<file path="config.mk">
export PLATFORM = sky130hd
export DESIGN_NAME = fetch_sequencer
export DESIGN_NICKNAME = d
export VERILOG_FILES = /design/src/rtl/fetch_sequencer.sv
export SDC_FILE = /design/constraint.sdc
export NUM_CORES = 1
export LEC_CHECK = 0
export CORE_UTILIZATION = 44
export CTS_CLUSTER_DIAMETER = 150
export CTS_CLUSTER_SIZE = 30
export DETAILED_ROUTE_END_ITERATION = 10
export HOLD_SLACK_MARGIN = 0.06
export PLACE_DENSITY = 0.8
export SLEW_MARGIN = 30
export SYNTH_ARGS = -nofsm -noshare
export SYNTH_HDL_FRONTEND = slang
export SYNTH_SLANG_ARGS = --single-unit
</file>
<file path="constraint.sdc">
create_clock -name i_clock -period 2 [get_ports i_clock]
set_clock_uncertainty 0.1 [all_clocks]
set_input_delay 0.6 -clock i_clock [delete_from_list [all_inputs] [get_ports i_clock]]
set_output_delay 0.6 -clock i_clock [all_outputs]
set_load 0.05 [all_outputs]
</file>
<file path="src/rtl/fetch_sequencer.sv">
// rtl/fetch_sequencer.sv - instruction-fetch sequencer between the program counter and instruction memory
// One fetch in flight; the fetched word is held for decode under a valid/ready handshake.
module fetch_sequencer #(
    parameter int ADDR_W = 12,
    parameter int DATA_W = 16,
    parameter int CNT_W  = 16
) (
    input  logic              i_clock,
    input  logic              i_reset,
    input  logic              i_run,
    input  logic              i_flush,
    input  logic              i_replay,
    input  logic [ADDR_W-1:0] i_pc_in,
    output logic              o_pc_oe,
    output logic              o_pc_inc,
    output logic              o_pc_dec,
    output logic              o_pc_flush,
    output logic              o_mem_req,
    output logic [ADDR_W-1:0] o_mem_addr,
    input  logic              i_mem_ack,
    input  logic [DATA_W-1:0] i_mem_rdata,
    output logic              o_instr_valid,
    input  logic              i_instr_ready,
    output logic [DATA_W-1:0] o_instr_data,
    output logic [ADDR_W-1:0] o_instr_pc,
    output logic [CNT_W-1:0]  o_fetch_cnt
);

    typedef enum logic [1:0] {
        S_IDLE  = 2'd0,
        S_REQ   = 2'd1,
        S_HOLD  = 2'd2,
        S_DRAIN = 2'd3
    } state_t;

    state_t             r_state;
    state_t             w_state_nxt;

    logic               r_mem_req,     w_mem_req_nxt;
    logic [ADDR_W-1:0]  r_mem_addr,    w_mem_addr_nxt;
    logic               r_instr_valid, w_instr_valid_nxt;
    logic [DATA_W-1:0]  r_instr_data,  w_instr_data_nxt;
    logic [ADDR_W-1:0]  r_instr_pc,    w_instr_pc_nxt;
    logic [CNT_W-1:0]   r_fetch_cnt,   w_fetch_cnt_nxt;
    logic               r_pc_inc,      w_pc_inc_nxt;
    logic               r_pc_dec,      w_pc_dec_nxt;
    logic               r_pc_flush,    w_pc_flush_nxt;

    // While a PC pulse is still being applied the counter has not settled,
    // so IDLE waits one more cycle before sampling pc_in.
    logic w_pc_settling;
    logic w_issue;
    assign w_pc_settling = r_pc_inc | r_pc_dec | r_pc_flush;
    assign w_issue       = (r_state == S_IDLE) && i_run && !i_flush && !w_pc_settling;

    always_ff @(posedge i_clock or negedge i_reset) begin
        if (!i_reset) begin
            r_state       <= S_IDLE;
            r_mem_req     <= 1'b0;
            r_mem_addr    <= '0;
            r_instr_valid <= 1'b0;
            r_instr_data  <= '0;
            r_instr_pc    <= '0;
            r_fetch_cnt   <= '0;
            r_pc_inc      <= 1'b0;
            r_pc_dec      <= 1'b0;
            r_pc_flush    <= 1'b0;
        end else begin
            r_state       <= w_state_nxt;
            r_mem_req     <= w_mem_req_nxt;
            r_mem_addr    <= w_mem_addr_nxt;
            r_instr_valid <= w_instr_valid_nxt;
            r_instr_data  <= w_instr_data_nxt;
            r_instr_pc    <= w_instr_pc_nxt;
            r_fetch_cnt   <= w_fetch_cnt_nxt;
            r_pc_inc      <= w_pc_inc_nxt;
            r_pc_dec      <= w_pc_dec_nxt;
            r_pc_flush    <= w_pc_flush_nxt;
        end
    end

    always_comb begin
        w_state_nxt = r_state;
        case (r_state)
            S_IDLE:  if (w_issue) w_state_nxt = S_REQ;
            S_REQ: begin
                if (i_flush)        w_state_nxt = i_mem_ack ? S_IDLE : S_DRAIN;
                else if (i_mem_ack) w_state_nxt = S_HOLD;
            end
            S_HOLD:  if (i_flush || i_replay || i_instr_ready) w_state_nxt = S_IDLE;
            S_DRAIN: if (i_mem_ack) w_state_nxt = S_IDLE;
            default: w_state_nxt = S_IDLE;
        endcase
    end

    always_comb begin
        w_mem_req_nxt     = r_mem_req;
        w_mem_addr_nxt    = r_mem_addr;
        w_instr_valid_nxt = r_instr_valid;
        w_instr_data_nxt  = r_instr_data;
        w_instr_pc_nxt    = r_instr_pc;
        w_fetch_cnt_nxt   = r_fetch_cnt;
        w_pc_inc_nxt      = 1'b0;
        w_pc_dec_nxt      = 1'b0;
        w_pc_flush_nxt    = i_flush;
        if (i_flush) w_instr_valid_nxt = 1'b0;
        case (r_state)
            S_IDLE: begin
                if (w_issue) begin
                    w_mem_req_nxt  = 1'b1;
                    w_mem_addr_nxt = i_pc_in;
                end
            end
            S_REQ: begin
                if (i_mem_ack) begin
                    w_mem_req_nxt = 1'b0;
                    if (!i_flush) begin
                        w_instr_valid_nxt = 1'b1;
                        w_instr_data_nxt  = i_mem_rdata;
                        w_instr_pc_nxt    = r_mem_addr;
                        w_pc_inc_nxt      = 1'b1;
                    end
                end
            end
            S_HOLD: begin
                if (!i_flush) begin
                    if (i_replay) begin
                        w_instr_valid_nxt = 1'b0;
                        w_pc_dec_nxt      = 1'b1;
                    end else if (i_instr_ready) begin
                        w_instr_valid_nxt = 1'b0;
                        w_fetch_cnt_nxt   = r_fetch_cnt + 1'b1;
                    end
                end
            end
            S_DRAIN: begin
                if (i_mem_ack) w_mem_req_nxt = 1'b0;
            end
            default: ;
        endcase
    end

    assign o_pc_oe       = (r_state == S_IDLE);
    assign o_pc_inc      = r_pc_inc;
    assign o_pc_dec      = r_pc_dec;
    assign o_pc_flush    = r_pc_flush;
    assign o_mem_req     = r_mem_req;
    assign o_mem_addr    = r_mem_addr;
    assign o_instr_valid = r_instr_valid;
    assign o_instr_data  = r_instr_data;
    assign o_instr_pc    = r_instr_pc;
    assign o_fetch_cnt   = r_fetch_cnt;

endmodule

</file>
-- Word level (Yosys, flattened, before mapping)
Cells that the tools add are included.
- add/sub/neg operators: 1
- equal/unequal tests: 8
- mux-type cells: 23
- bitwise gates (word level): 4
- reduce and logical (&&, ||, !) cells: 15
- operator list (kind ; number):
    adder 16 x 1 -> 16 bit, second input constant ; 1
    two-way mux 1 bit ; 14
    two-way mux 2 bit ; 6
    case mux 2 bit (4 select lines) ; 1
    AND reduction 4 bit ; 2
    AND reduction 3 bit ; 2
    == test 2 bit, second input constant ; 2
    inequality test 2 x 1 -> 1 bit, second input constant ; 2
    inequality test 2 bit, second input constant ; 2
    case mux 1 bit (2 select lines) ; 2
    logical AND 1 bit ; 3
    inequality test 3 bit, second input constant ; 1
    == test 2 x 1 -> 1 bit, second input constant ; 1
    logical NOT 1 bit ; 2
    logical NOT 2 bit ; 1
    logical OR 1 bit ; 2
    NOT 1 bit ; 2
    OR 1 bit ; 2
    AND reduction 2 bit ; 1
    nonzero test 2 bit ; 1
    OR reduction 2 bit ; 1
- bits in registers: 63
- output and inout bits: 62
- logic and storage cells: 61

-- Logic depth before layout (Yosys ltp)
Gate-level depths: netlist of the first run.
- depth in word-level cells: 6
- mapped depth: 7

-- Worst setup path before layout of the first run
OpenSTA, ideal clock, no wires.
- path type: register to register
- start: register r_state[0]
- end: register r_mem_req, in the netlist o_mem_req
- data arrival time: 1.748 ns
- path slack: 0.028 ns
- stages on the path, launching flop included: 6
- buffers on the path: 0
- clock period less this slack: 1.972 ns
- cell sequence: dfrtp_1 > inv_1 > ha_1 > nand3_1 > a21oi_1 > mux2_2
- cells in the longest elaborated chain, start to end: 6
- ends and longest elaborated chain (item ; line ; text):
    from (decl) ; 36 ; state_t r_state;
    from (signal assigned) ; 69 ; r_state <= w_state_nxt;
    logical NOT 2 bit * ; n/a ;
    net o_pc_oe ; 14 ; output logic o_pc_oe,
    logical AND 1 bit (3 in series) ; 54 ; assign w_issue = (r_state == S_IDLE) && i_run && !i_flush && !w_pc_settling;
    inequality test 2 x 1 -> 1 bit (no source line) ; n/a ;
    AND reduction 3 bit (no source line) ; n/a ;
    to (signal assigned) ; 70 ; r_mem_req <= w_mem_req_nxt;
    to (decl) ; 39 ; logic r_mem_req, w_mem_req_nxt;
The timed path passes the listed nets; every way through them passes the cells marked *.
A chain may end at the register's enable or synchronous reset.

-- Worst setup path in the final report of the first run
- start: register r_state[0]
- end: register r_fetch_cnt[7], in the netlist o_fetch_cnt[7]
- cells in the longest elaborated chain, start to end: 2
- ends and longest elaborated chain (item ; line ; text):
    == test 2 bit ; 107 ; case (r_state)
    AND reduction 4 bit (no source line) ; n/a ;
    to (signal assigned) ; 75 ; r_fetch_cnt <= w_fetch_cnt_nxt;
    to (decl) ; 44 ; logic [CNT_W-1:0] r_fetch_cnt, w_fetch_cnt_nxt;
Every way passes these cells.

==> results of run 1 <==
registers in the layout, summed over array words and instances (netlist names):
signal and cells:
o_fetch_cnt 16, o_instr_data 16, o_instr_pc 12, o_instr_valid 1
o_mem_addr 12, o_mem_req 1, o_pc_dec 1, o_pc_flush 1
o_pc_inc 1, r_state 2
metal layers:
layer,global-route usage (%),vias up,routed length (um)
met5,0,-,0
met4,10.2,0,116
met3,4.07,10,245
met2,33.6,57,2830
met1,24.4,902,2390
li1,-,860,-
worst min-delay path by stage:
stage,endpoint,cells after the start,startpoint
final,o_fetch_cnt[15],1,o_fetch_cnt[15]
after global routing,o_fetch_cnt[15],1,o_fetch_cnt[15]
after CTS,o_fetch_cnt[15],1,o_fetch_cnt[15]
after detailed placement,o_instr_data[11],1,i_reset
after global placement,o_pc_flush,1,i_reset
after floorplan,o_fetch_cnt[0],0,i_reset
final cells by class:
type | instances | area share [%]
multi-input cells | 106 | 24.8
clock buffers | 10 | 3.25
flip-flops and latches | 63 | 40.1
clock inverters | 6 | 2.17
inverters | 5 | 0.478
repair buffers | 109 | 26.9
well taps | 72 | 2.29
synth_stat cells:
master    count  area share (%)
dfrtp_1      63              61
mux2_2       42              18
xnor2_1      12             4.1
nand3_1       7             1.4
nand2_1       6            0.88
ha_1          5             2.4
inv_1         5            0.73
and3_1        4            0.97
buf_2         3            0.58
nand4_1       3            0.73
nor2_1        3            0.44
xor2_1        3             1.0
a21oi_1       2            0.39
and4_1        2            0.68
and4_2        2            0.78
buf_4         2            0.58
mux2i_1       2            0.78
o21ai_0       2            0.39
a21bo_2       1            0.39
a21o_1        1            0.29
a22oi_1       1            0.29
a31oi_1       1            0.24
and2_1        1            0.24
and2b_2       1            0.34
and3_2        1            0.29
and4bb_2      1            0.49
nor3_1        1            0.19
nor4b_1       1            0.34
or4b_2        1            0.39
stage by stage:
stage	worst slack (ns)	power (mW)	setup TNS, ns	area [sq um]
2_1_floorplan	0.0276	4.34	0	2570
3_3_place_gp	-0.268	5.45	-12.18	3670
3_5_place_dp	-0.325	5.52	-14.11	3670
4_1_cts	0.0164	6.72	0	3890
5_1_grt	0.0122	7.02	0	3930
6_report	0.0752	6.70	0	3930
power breakdown:
part	internal, mW	total (mW)	switching [mW]	leakage, nW
logic	1.28	3.48	2.21	0.987
registers	1.74	2.05	0.306	0.794
clock network	0.697	1.17	0.477	0.102
total	3.71	6.70	2.99	1.88
repair_timing:
action                                 4_1_cts  5_1_grt
gates cloned                                 0        0
resized for setup                            1        7
setup buffers                                0        1
setup endpoints to repair                    1       20
hold buffers                                 1        0
pin swaps                                    0        1
endpoints found under the hold margin        4        0
cells by family after synthesis:
| kind of cell | count (synthesis) | share of synthesized area [%] |
|---|---|---|
| and+or+nand+nor | 34 | 8.12 |
| buffers and inverters | 10 | 1.90 |
| adders and majority gates | 5 | 2.43 |
| xor gates and xnor gates | 15 | 5.11 |
| DFF | 63 | 61.3 |
| AOI/OAI and AO/OA | 8 | 1.99 |
| muxes | 44 | 19.2 |
==> impl_metrics.csv, run 1 <==
group,metric,value,unit
status,status,"completed",
cts,cts_tree,"yes",
worst_setup_path,worstSetupStartpointType,"flip-flop",
grt,grt_max_degree,37,
worst_setup_path,crit_path_end,"o_fetch_cnt[7]",
placement,dp.cells,353,
logic_synthesis,avgSynthCellArea,14.4,sq um
cells_and_area,diodes,0,
worst_setup_path,r2r-start,"r_state[0]",
route,routed_via_density,4.93,
logic_synthesis,synth_nets,219,
die,fp.dieH,78.5,um
timing,slew_headroom,70.3,%
cells_and_area,register_area,1580,sq um
timing,holdWs,0.371,ns
worst_setup_path,crit_buf_inv,2,
die,die_width,78.5,um
cts,ctsHtreeMaxLevel,3,
cells_and_area,instances_no_fill,371,
grt,grt_pass1_vias,1904,
cts,cts.clk_slew.worst_paths,0.07,ns
worst_setup_path,crit_chain,"inv_2, ha_1, and4bb_2, buf_4, and3_2, and3_1, xor2_1",
cts,clock_latency,0.33,ns
worst_setup_path,cp.depth,7,
placement,hpwl,4200,um
timing,hold_viol_final,0,
worst_setup_path,end_kind,"flip-flop",
timing,rsz0062_at_grt,"false",
cells_and_area,nets,334,
worst_setup_path,path_delay_family,"simple AND/OR/NAND/NOR gates",
die,start_util,46.2,%
route,drt_pass1_iterations,3,
grt,grt_use_total,20.0,%
placement,portBuffers,96,
cells_and_area,layout_common_cells,"dfrtp_1 (63), buf_4 (61), mux2_2 (42)",
pwr,p_per_area,1710,nW/um^2
pwr,leakagePower,1.88,nW
die,io_pins,97,
pwr,peakVddDrop,1.11,mV
worst_setup_path,crit_required,2.11,ns
job,drv_cap,0,
route,vias,1829,
grt,grt_first_pass_wirelength,9270,um
grt,grt_antenna_before_repair,0,
logic_synthesis,yosysWarningCount,0,
cells_and_area,drive_above_1_share,47.8,%
timing,post-route-period-util,96.2,%
cts,root_buffer,"clkbuf_8",
worst_setup_path,critical-path-slowest-cell,"dfrtp_1",
placement,place.gp.congestion,0.847,
cells_and_area,final_util,70.5,%
timing,layout_min_cycle_time,1.92,ns
cts,clk_path_buf_depth,2,
worst_setup_path,crit_arrival,2.04,ns
route,drc_errors,0,
worst_setup_path,path_max_fanout,5,
cells_and_area,layout_commonest_cell,"dfrtp_1",
cts,cts-buffers-inserted,9,
worst_setup_path,crit_type,"flip-flop to flip-flop",
timing,worst_pin_slew,0.445,ns
worst_setup_path,regToRegEndpoint,"o_fetch_cnt[7]",
logic_synthesis,synth_cells,179,
die,core_area,5570,sq um
cells_and_area,syn_to_final_growth,52.7,%
route,wl_per_cell,15.0,um
route,wirelength,5580,um
logic_synthesis,synth-seq-area-share,61.3,%
timing,final_max_slew_viol_count,0,
route,ant_nets,0,
timing,setup_viol,0,
cts,clock_sinks,63,
logic_synthesis,synth_seq_cells,63,
cells_and_area,multiInputGateArea,972,sq um
worst_setup_path,r2r_cells,7,
route,drt_iter0_drc,47,
cells_and_area,fill_cells,410,
worst_setup_path,worst_path_largest_cell_delay,0.44,ns
die,dieArea,6160,sq um
logic_synthesis,synth.distinct_cells,29,
worst_setup_path,critPathLaunch,"r_state[0]",
die,rows,27,
hold_path,worstHoldPathType,"flip-flop to flip-flop",
worst_setup_path,r2r_slack,0.08,ns
timing,fmax,0.520,GHz
logic_synthesis,syn-cell-area,2570,sq um
grt,overflow,0,
(Power assumes the default switching activity.)
==> run 2, diff against run 1 <==
Settings changed: CORE_UTILIZATION 44 to 47, PLACE_DENSITY 0.8 to 0.85.
Clock period 2 ns to 2.3 ns, I/O delays scaled along.
==> run 2 against run 1 <==
Sequential power shrank 15%. Final area decreased by 3.2%. Critical endpoint is now o_instr_data[7]. Sequential share of layout area rose by 1.3 points. Critical path type is now flip-flop to output pin. Power down 17%. Clock-buffer cell count rose by 3. Combinational power down 15%. Non-clock buffer count shrank 6.
==> impl_metrics.csv, run 2 (synthesis gave the netlist of run 1 again) <==
group,metric,value,unit
cts,root_buffer,"clkbuf_8",
route,wirelength,5360,um
cts,clk_path_buf_depth,2,
cells_and_area,syn_to_final_growth,47.7,%
grt,grt_use_total,20.0,%
worst_setup_path,worstSetupStartpointType,"flip-flop",
grt,grt_first_pass_wirelength,8930,um
worst_setup_path,path_max_fanout,2,
timing,rsz0062_at_grt,"false",
die,die_width,76.0,um
cells_and_area,nets,328,
cts,clock_sinks,63,
pwr,power_frac_comb,53.4,%
die,start_util,49.4,%
worst_setup_path,crit_chain,"clkdlybuf4s50_1",
cts,cts-buffers-inserted,9,
worst_setup_path,crit_arrival,1.47,ns
worst_setup_path,crit_type,"flip-flop to output pin",
cts,ctsHtreeMaxLevel,3,
die,rows,26,
worst_setup_path,path_delay_family,"buffers and inverters",
timing,fmax,0.442,GHz
worst_setup_path,worst_path_largest_cell_delay,0.80,ns
die,dieArea,5770,sq um
pwr,peakVddDrop,0.747,mV
job,drv_cap,0,
timing,final_max_slew_viol_count,0,
pwr,leakagePower,1.97,nW
pwr,p_per_area,1460,nW/um^2
cts,cts_setup_buffers,0,
cells_and_area,diodes,0,
timing,fin_setup_tns,0,ns
timing,setup_viol,0,
timing,worst_pin_slew,0.565,ns
cts,ctsResizeCount,6,
placement,dp.cells,347,
route,drt_pass1_iterations,2,
grt,grt_pass1_vias,1814,
die,core_area,5200,sq um
cts,cts.clk_slew.worst_paths,0.06,ns
pwr,internal-power,3.03,mW
cells_and_area,layout_common_cells,"dfrtp_1 (63), mux2_2 (42), buf_4 (39)",
route,ant_nets,0,
hold_path,worstHoldPathType,"primary input to asynchronous set/reset pin",
timing,post-route-period-util,98.5,%
worst_setup_path,end_kind,"output pin",
pwr,p_sw,2.54,mW
route,routed_via_density,5.03,
placement,pre_cts_slack,-0.157,ns
timing,hold_viol_final,0,
pwr,design_power_total,5.57,mW
timing,holdWs,0.210,ns
route,drc_errors,0,
grt,grt_antenna_before_repair,0,
cts,cts_tree,"yes",
timing,setup_ws,0.0353,ns
cts,clock_latency,0.33,ns
route,vias,1825,
pwr,sequentialPowerShare,31.5,%
grt,overflow,0,
worst_setup_path,critical-path-slowest-cell,"clkdlybuf4s50_1",
route,drt_iter0_drc,66,
cells_and_area,layout_commonest_cell,"dfrtp_1",
worst_setup_path,crit_required,1.51,ns
worst_setup_path,crit_buf_inv,1,
route,wl_per_cell,14.8,um
cells_and_area,instances_no_fill,363,
cts,ctsHoldBuffers,0,
timing,slew_headroom,62.4,%
placement,hpwl,3830,um
timing,layout_min_cycle_time,2.26,ns
pwr,clock_power_share,15.1,%
cells_and_area,fill_cells,372,
status,status,"completed",
die,io_pins,97,
placement,portBuffers,96,
grt,grt_max_degree,46,
cells_and_area,drive_above_1_share,36.2,%
pwr,switching_share,45.6,%
die,fp.dieH,76.0,um
placement,place.gp.congestion,0.833,
## run 2: power groups by stage
stage	Sequential (mW)	Combinational (mW)	Clock, mW
floorplan	3.11	0.660	0
global placement	1.76	2.99	0
CTS	1.76	3.00	0.867
finish	1.75	2.97	0.839
detailed placement	1.78	3.03	0
global route	1.81	3.10	0.916
## run 2: final timing paths
check,depth (start not counted),endpoint,slack [ns],startpoint
worst max-delay path,1,o_instr_data[7],0.04,o_instr_data[7]
worst min-delay path,2,o_instr_pc[11],0.21,i_reset
worst max register to register,5,r_state[1],0.40,r_state[0]
worst min register to register,1,o_fetch_cnt[15],0.38,o_fetch_cnt[15]
max in group asynchronous,2,o_mem_addr[1],1.36,i_reset
min in group i_clock,1,o_fetch_cnt[15],0.38,o_fetch_cnt[15]
## run 2: per-layer routing
metal / share of wire (%) / vias up / GRT usage, %
li1: - / 850 / -
met1: 45 / 889 / 27.2
met2: 46 / 76 / 30.5
met3: 6.5 / 10 / 4.79
met4: 1.8 / 0 / 9.81
met5: 0 / - / 0
## run 2: cell type report
cell class              count  area (sq um)  area share (%)
clock buffers              13           159            4.18
flip-flops and latches     63          1580            41.5
well taps                  70          87.6            2.30
multi-input cells         106           947            24.9
clock inverters             3          17.5           0.461
repair buffers            103           993            26.1
inverters                   5          18.8           0.494
## run 2: stage by stage
stage | cell area (sq um) | utilization, %
floorplan | 2570 | -
global placement | 3590 | 68.9
detailed placement | 3590 | 68.9
CTS | 3760 | 72.2
global route | 3800 | 73.0
finish | 3800 | 73.0
==> run 3, diff against run 2 <==
Settings changed: CORE_ASPECT_RATIO set to 1.1.
==> run 3 against run 2 <==
Final cell count increased by 0.83%. Final area increased by 0.26%. First-iteration DRC count increased by 1.5%. Sequential power about the same. Global-route usage decreased by 0.96 points. Via count decreased by 1.5%. Combinational power about the same.
==> impl_metrics.csv, run 3 (synthesis gave the netlist of run 1 again) <==
group,metric,value,unit
placement,dp.cells,350,
worst_setup_path,r2r_slack,0.33,ns
grt,grt_first_pass_wirelength,8270,um
worst_setup_path,worstSetupStartpointType,"flip-flop",
cts,clk_path_buf_depth,2,
cells_and_area,nets,329,
worst_setup_path,r2r-start,"r_state[0]",
worst_setup_path,path_delay_family,"buffers and inverters",
die,start_util,50.1,%
cts,ctsHtreeMaxLevel,3,
worst_setup_path,end_kind,"output pin",
placement,place.gp.congestion,0.801,
worst_setup_path,r2r_cells,6,
timing,setup_viol,0,
worst_setup_path,crit_arrival,1.47,ns
grt,grt_max_degree,45,
cts,cts_setup_buffers,0,
die,io_pins,97,
pwr,clock_power_share,15.1,%
worst_setup_path,crit_buf_inv,1,
route,vias,1798,
pwr,power_frac_comb,53.5,%
grt,grt_antenna_before_repair,0,
pwr,leakagePower,1.97,nW
timing,final_max_slew_viol_count,0,
timing,fmax,0.442,GHz
cells_and_area,post-route-cell-area,3810,sq um
worst_setup_path,regToRegEndpoint,"o_fetch_cnt[8]",
cts,clock_sinks,63,
timing,layout_min_cycle_time,2.26,ns
cts,cts.clk_slew.worst_paths,0.07,ns
worst_setup_path,path_max_fanout,2,
timing,worst_pin_slew,0.557,ns
die,die_width,72.5,um
cells_and_area,fill_cells,380,
cells_and_area,diodes,0,
worst_setup_path,critical-path-slowest-cell,"clkdlybuf4s50_1",
cts,cts_tree,"yes",
cts,clock_latency,0.33,ns
route,drc_errors,0,
route,wirelength,5200,um
cells_and_area,instances_no_fill,366,
worst_setup_path,crit_chain,"clkdlybuf4s50_1",
timing,hold_viol_final,0,
pwr,switching_share,45.3,%
die,core_area,5130,sq um
pwr,internal-power,3.04,mW
cells_and_area,syn_to_final_growth,48.1,%
timing,post-route-period-util,98.3,%
hold_path,worstHoldPathType,"primary input to asynchronous set/reset pin",
pwr,peakVddDrop,0.979,mV
route,drt_iter0_drc,67,
cts,root_buffer,"clkbuf_8",
timing,slew_headroom,62.9,%
cells_and_area,layout_commonest_cell,"dfrtp_1",
pwr,p_per_area,1460,nW/um^2
pwr,sequentialPowerShare,31.4,%
worst_setup_path,worst_path_largest_cell_delay,0.80,ns
route,ant_nets,0,
cells_and_area,drive_above_1_share,35.4,%
die,dieArea,5770,sq um
route,wl_per_cell,14.2,um
grt,grt_use_total,19.1,%
cells_and_area,layout_common_cells,"dfrtp_1 (63), mux2_2 (42), clkdlybuf4s50_1 (41)",
grt,overflow,0,
cts,cts-buffers-inserted,9,
route,routed_via_density,4.91,
grt,grt_pass1_vias,1777,
status,status,"completed",
worst_setup_path,crit_required,1.51,ns
placement,dpl_cell_area,3590,sq um
pwr,p_sw,2.52,mW
placement,hpwl,3740,um
die,rows,27,
job,drv_cap,0,
worst_setup_path,crit_type,"flip-flop to output pin",
die,fp.dieH,79.6,um
placement,portBuffers,96,
route,drt_pass1_iterations,3,
run 3: worst reg2reg max path, delay by kind of cell, from the launching register on:
kind | cells | cell delay [ns]
xor+xnor | 1 | 0.14
buf+inv | 1 | 0.12
flops | 1 | 0.43
fa+ha+maj | 1 | 0.23
simple gates | 3 | 0.88
run 3: what timing repair did:
action | CTS | global route
hold buffers | 0 | 0
endpoints found under the setup margin | 4 | 18
resized for setup | 4 | 18
run 3: per-layer routing:
| layer | routed length (um) | global-route usage, % | up-vias |
|---|---|---|---|
| li1 | - | - | 850 |
| met1 | 2300 | 23.2 | 873 |
| met5 | 0 | 0 | - |
| met2 | 2500 | 31.5 | 66 |
| met4 | 61 | 8.82 | 0 |
| met3 | 337 | 5.05 | 9 |
run 3: stage by stage:
stage	hold slack [ns]	setup TNS, ns	setup WS [ns]	utilization, %	total power, mW
after CTS	0.222	0	0.00122	73.3	5.63
final	0.230	0	0.0383	74.2	5.57
after global placement	0.363	-2.09	-0.0830	70.0	4.75
after global routing	0.233	-0.00750	-0.00393	74.2	5.82
after floorplan	0.294	0	0.328	-	3.77
after detailed placement	0.381	-2.28	-0.122	70.0	4.81
run 3: how the worst max path moves through the flow:
stage	startpoint	to	slack [ns]	depth (start not counted)
after detailed placement	i_flush	o_fetch_cnt[8]	-0.12	5
after floorplan	r_state[0]	o_mem_req	0.33	5
after global placement	i_flush	o_fetch_cnt[8]	-0.08	5
final	o_instr_data[4]	o_instr_data[4]	0.04	1
after CTS	o_mem_addr[8]	o_mem_addr[8]	0.001	1
after global routing	o_instr_data[4]	o_instr_data[4]	-0.004	1
run 3: cell type report:
class	instances	area, sq um	share of cell area, %
Clock buffer	13	159	4.17
Clock inverter	3	17.5	0.460
Inverter	5	18.8	0.493
Multi-Input combinational cell	106	947	24.9
Sequential cell	63	1580	41.4
Tap cell	72	90.1	2.36
Timing Repair Buffer	104	1000	26.3
run 3: power groups by stage:
stage	Clock, mW	Combinational, mW	Sequential [mW]
after floorplan	0	0.660	3.11
after global placement	0	3.00	1.75
after detailed placement	0	3.04	1.77
after CTS	0.865	3.01	1.75
after global routing	0.913	3.11	1.80
final	0.841	2.98	1.75
